==> src/rtl/decode_imm_ctrl.sv <==
`default_nettype none
// ============================================================================
// Module   : decode_imm_ctrl
// Purpose  : Decode-stage controller that classifies RV32I opcodes, sign-extends
//            the immediate and buffers entries in a 2-deep skid queue.
// Options  : DECODE_BR_TARGET_EN adds tgt_o (branch/jump target or pc+4).
// Revision : 1.0
// ============================================================================
module decode_imm_ctrl #(
    parameter int          XLEN     = 32,
    parameter logic [31:0] NOP_INST = 32'h0000_0013
) (
    input  logic            clk_i,
    input  logic            rst_ni,
    input  logic            valid_i,
    output logic            ready_o,
    input  logic [31:0]     inst_i,
    input  logic [XLEN-1:0] pc_i,
    input  logic            flush_i,
    output logic            valid_o,
    input  logic            ready_i,
    output logic [31:0]     inst_o,
    output logic [XLEN-1:0] pc_o,
    output logic [XLEN-1:0] imm_o,
    output logic [2:0]      imm_type_o
`ifdef DECODE_BR_TARGET_EN
    ,
    output logic [XLEN-1:0] tgt_o
`endif
);

    localparam logic [2:0] IMM_NONE = 3'd0;
    localparam logic [2:0] IMM_I    = 3'd1;
    localparam logic [2:0] IMM_S    = 3'd2;
    localparam logic [2:0] IMM_B    = 3'd3;
    localparam logic [2:0] IMM_U    = 3'd4;
    localparam logic [2:0] IMM_J    = 3'd5;

    typedef enum logic [1:0] {
        EMPTY = 2'd0,
        ONE   = 2'd1,
        FULL  = 2'd2
    } state_t;

    typedef struct packed {
        logic [31:0]     inst;
        logic [XLEN-1:0] pc;
        logic [XLEN-1:0] imm;
        logic [2:0]      typ;
`ifdef DECODE_BR_TARGET_EN
        logic [XLEN-1:0] tgt;
`endif
    } entry_t;

    state_t state_q, state_d;
    entry_t head_q, head_d;
    entry_t tail_q, tail_d;
    entry_t w_new;
    entry_t w_idle;
    logic   w_push;
    logic   w_pop;

    // Idle entry: what the outputs show whenever the queue holds nothing.
    always_comb begin
        w_idle      = '0;
        w_idle.inst = NOP_INST;
    end

    always_comb begin
        w_new      = '0;
        w_new.inst = inst_i;
        w_new.pc   = pc_i;
        case (inst_i[6:0])
            7'b0010011, 7'b0000011, 7'b1100111: begin
                w_new.typ = IMM_I;
                w_new.imm = {{20{inst_i[31]}}, inst_i[31:20]};
            end
            7'b0100011: begin
                w_new.typ = IMM_S;
                w_new.imm = {{20{inst_i[31]}}, inst_i[31:25], inst_i[11:7]};
            end
            7'b1100011: begin
                w_new.typ = IMM_B;
                w_new.imm = {{19{inst_i[31]}}, inst_i[31], inst_i[7],
                             inst_i[30:25], inst_i[11:8], 1'b0};
            end
            7'b0110111, 7'b0010111: begin
                w_new.typ = IMM_U;
                w_new.imm = {inst_i[31:12], 12'b0};
            end
            7'b1101111: begin
                w_new.typ = IMM_J;
                w_new.imm = {{11{inst_i[31]}}, inst_i[31], inst_i[19:12],
                             inst_i[20], inst_i[30:21], 1'b0};
            end
            default: begin
                w_new.typ = IMM_NONE;
                w_new.imm = '0;
            end
        endcase
`ifdef DECODE_BR_TARGET_EN
        if (w_new.typ == IMM_B || w_new.typ == IMM_J) begin
            w_new.tgt = pc_i + w_new.imm;
        end else begin
            w_new.tgt = pc_i + XLEN'(4);
        end
`endif
    end

    assign ready_o = (state_q != FULL);
    assign valid_o = (state_q != EMPTY);
    assign w_push  = valid_i & ready_o & ~flush_i;
    assign w_pop   = valid_o & ready_i & ~flush_i;

    always_comb begin
        state_d = state_q;
        head_d  = head_q;
        tail_d  = tail_q;
        if (flush_i) begin
            state_d = EMPTY;
            head_d  = w_idle;
            tail_d  = w_idle;
        end else begin
            case (state_q)
                EMPTY: begin
                    if (w_push) begin
                        state_d = ONE;
                        head_d  = w_new;
                    end
                end
                ONE: begin
                    if (w_push && w_pop) begin
                        head_d = w_new;
                    end else if (w_push) begin
                        state_d = FULL;
                        tail_d  = w_new;
                    end else if (w_pop) begin
                        state_d = EMPTY;
                        head_d  = w_idle;
                    end
                end
                FULL: begin
                    if (w_pop) begin
                        state_d = ONE;
                        head_d  = tail_q;
                        tail_d  = w_idle;
                    end
                end
                default: begin
                    state_d = EMPTY;
                    head_d  = w_idle;
                    tail_d  = w_idle;
                end
            endcase
        end
    end

    always_ff @(posedge clk_i or negedge rst_ni) begin
        if (!rst_ni) begin
            state_q <= EMPTY;
            head_q  <= w_idle;
            tail_q  <= w_idle;
        end else begin
            state_q <= state_d;
            head_q  <= head_d;
            tail_q  <= tail_d;
        end
    end

    assign inst_o     = head_q.inst;
    assign pc_o       = head_q.pc;
    assign imm_o      = head_q.imm;
    assign imm_type_o = head_q.typ;
`ifdef DECODE_BR_TARGET_EN
    assign tgt_o      = head_q.tgt;
`endif

endmodule
`default_nettype wire

==> config.mk <==
export PLATFORM = sky130hd
export DESIGN_NAME = decode_imm_ctrl
export DESIGN_NICKNAME = d
export VERILOG_FILES = /design/src/rtl/decode_imm_ctrl.sv
export SDC_FILE = /design/constraint.sdc
export NUM_CORES = 1
export LEC_CHECK = 0
export CORE_MARGIN = 2
export CORE_UTILIZATION = 52
export CTS_BUF_LIST = sky130_fd_sc_hd__clkbuf_16
export DETAILED_ROUTE_END_ITERATION = 10
export PLACE_DENSITY = 0.8
export SYNTH_ARGS = -nofsm -noshare
export SYNTH_HDL_FRONTEND = slang
export SYNTH_SLANG_ARGS = --single-unit
==> constraint.sdc <==
create_clock -name clk_i -period 1.95 [get_ports clk_i]
set_clock_uncertainty 0.05 [all_clocks]
set_input_delay 0.585 -clock clk_i [delete_from_list [all_inputs] [get_ports clk_i]]
set_output_delay 0.585 -clock clk_i [all_outputs]
set_load 0.05 [all_outputs]
==> run summary <==
Status - finished, final reports clean
Worst setup margin - 0.0206 ns
Number of flops mapped to enable cells by yosys - 0
Placed Area - 10800 um^2
GP Congestion - 0.919
Synthesized cell area - 8550 um^2
Total CTS buffers - 17
Setup TNS - 0 ns
#FFs+latches synth - 200
Final min period - 1.93 ns
Post-layout nets - 1003
Reg2Reg Launch Point - state_q[1]
Core area - 16000 um^2
Fin crit share - 98.9%
Fraction of registers with async set/reset - 100%
Pin count of the biggest net entering global routing - 51
Max_cap viols - 0
WL per Instance - 21.0 um
Row count - 46
P_int - 6.64 mW
VDD IR-drop max - 607 uV
Mean Syn Cell Area - 11.8 um^2
Synth Flop Type - dfrtp_1
First DRT Iteration DRCs - 651
Antenna violations before repair - 0
Mapped Cells - 724
Root Driver - clkbuf_16
CP max-delay cell - clkdlybuf4s50_1
Hold_buf cts - 0
Vias per cell - 6.27
Post-synthesis net count - 793
Crit Path Category - input pin to flip-flop
Global router's overall resource usage - 27.7%
Inserted Diodes - 0
CTS Buffer Depth - 2
Max Clk Rate - 0.518 GHz
H-tree levels - 4
Layout cells sized above 1 - 26.6%
DR pass1 iterations - 5
Post-DP HPWL - 16300 um
R2r worst-path depth - 5
Comb pwr share - 17.5%
Die Y - 132 um
Final Hold Viols - 0
Sequential share of power - 47.4%
Required @ worst endpoint - 2.27 ns
CP most frequent cell - buf_6
Die width - 132 um
Cell variety after synth - 55
Most frequent cells in the layout - dfrtp_1 (192), buf_4 (149), nand2_1 (87), a22o_1 (82), a22oi_1 (77)
Worst endpoint data arrival time - 2.25 ns
Worst-Margin Slew - 0.440 ns
Total grt overflow - 0
Initial core utilization - 53.4%
Max transition margin - 70.7%
Util after Layout - 72.0%
Worst min path class - input pin to asynchronous set/reset pin
Max FO, Critical Path - 6
First-pass GRT wire length - 38700 um
Area Growth Syn to Fin - 34.8%
Sequential fraction of the synthesis area - 58.6%
Crit-path max cell delay - 0.53 ns
Leakage power - 5.62 nW
Max-slew violations - 0
Most common cell after layout, fill and taps aside - dfrtp_1
Clock slew at reported path FFs - 0.07 ns
Synth area leader - dfrtp_1
Area contributors post-synth - dfrtp_1 (57%), a22o_1 (8.4%), a22oi_1 (6.8%)
CTS tree - done
Vias in the first global route - 7320
Fin area - 11500 um^2
Final setup violation count - 0
Clk sinks - 200
CP Capture Type - flip-flop
Reg2reg setup slack - 0.12 ns
Detailed-route via count - 7278
Port buffer count - 169
CP startpoint kind - input pin
Reg2reg end - tail_q[82]
Synth warn - 0
Pwr/cell area - 804 nW/um^2
Sw Pwr - 2.62 mW
Routed Antenna Nets - 0
DRC viols - 0
Clock power frac - 35.1%
Place WS - -0.604 ns
Sw Ratio - 28.3%
Skew-Pair Late Insertion Delay - 0.43 ns
Fin Hold WS - 0.0566 ns
Die area - 17500 um^2
Yosys top cell area share - 56.8%
CP Cell Sequence - clkdlybuf4s50_1 > buf_6 > nand2b_1 > buf_4 > nor4_4 > buf_6 > a22oi_1 > nand3_1
WL final - 24300 um
IO Pins - 170
## critical path, delay by kind of cell
| family | cells | cell delay, ns |
|---|---|---|
| AOI/OAI and AO/OA | 1 | 0.12 |
| buffers and inverters | 4 | 1.02 |
| and+or+nand+nor | 3 | 0.53 |
## per-layer routing
layer | wire length [um] | track usage [%] | vias up
met2 | 11900 | 45.2 | 403
met5 | 0 | 0 | -
met3 | 2070 | 5.69 | 60
li1 | - | - | 3165
met4 | 632 | 9.80 | 0
met1 | 9780 | 37.1 | 3650
## sequential cells by signal, indices dropped and copies added, names as in the netlist
| name | count |
|---|---|
| tail_q | 99 |
| imm_o | 32 |
| inst_o | 32 |
| imm_type_o | 3 |
| pc_o | 32 |
| state_q | 2 |
## what timing repair did
action | 4_1_cts | 5_1_grt
pin swaps | 3 | 4
gates cloned | 0 | 5
endpoints found under the setup margin | 34 | 161
setup buffers | 3 | 2
gates resized for setup | 9 | 23
## Yosys cell counts, types with 3 or more instances
cell type	count
dfrtp_1	194
o21ai_1	13
nand3_1	20
buf_2	24
buf_6	10
a22oi_1	77
nor2_1	8
a21oi_1	10
a22o_1	82
a21o_1	10
o32a_1	3
nand2_1	87
o2bb2ai_1	4
buf_4	10
a32oi_1	5
and3_1	4
a211o_1	8
a221o_1	25
nand2b_1	4
dfstp_2	6
clkbuf_1	16
o21ai_0	54
nor2b_1	8
a21oi_2	3
## worst max path at each step
| stage | start | end | slack (ns) | cells past startpoint |
|---|---|---|---|---|
| CTS | state_q[0] | ready_o | 0.0003 | 3 |
| floorplan | inst_i[6] | tail_q[17] | 0.12 | 5 |
| detailed placement | inst_i[2] | tail_q[25] | -0.60 | 5 |
| global placement | inst_i[2] | tail_q[28] | -0.52 | 5 |
| global route | inst_i[4] | imm_o[28] | -0.03 | 8 |
| finish | inst_i[4] | imm_o[30] | 0.02 | 8 |
## area by class of cell
type	instances	area (um^2)
Clock buffer	17	425
Clock inverter	13	110
Fill cell	1124	4480
Inverter	3	11.3
Multi-Input combinational cell	462	3250
Sequential cell	200	5010
Tap cell	216	270
Timing Repair Buffer	250	2440
## power groups by stage
stage                     clock network [mW]  logic, mW  registers (mW)
after global routing                    3.48       1.72            4.40
after floorplan                            0      0.445            4.82
after detailed placement                   0       1.59            4.47
after global placement                     0       1.55            4.46
after CTS                               3.30       1.61            4.39
final                                   3.25       1.62            4.39
## cells by family after synthesis
family | after synthesis | synth area share (%)
compound gates | 302 | 27.1
xor+xnor | 1 | 0.102
buf+inv | 64 | 4.48
flops | 200 | 58.6
mux | 2 | 0.234
simple gates | 155 | 9.51
## per-stage QoR
step / total power, mW / cells
finish: 9.26 / 1161
global route: 9.60 / 1161
CTS: 9.29 / 1154
detailed placement: 6.06 / 1121
global placement: 6.01 / 1121
floorplan: 5.26 / 724
(Power assumes the default switching activity.)
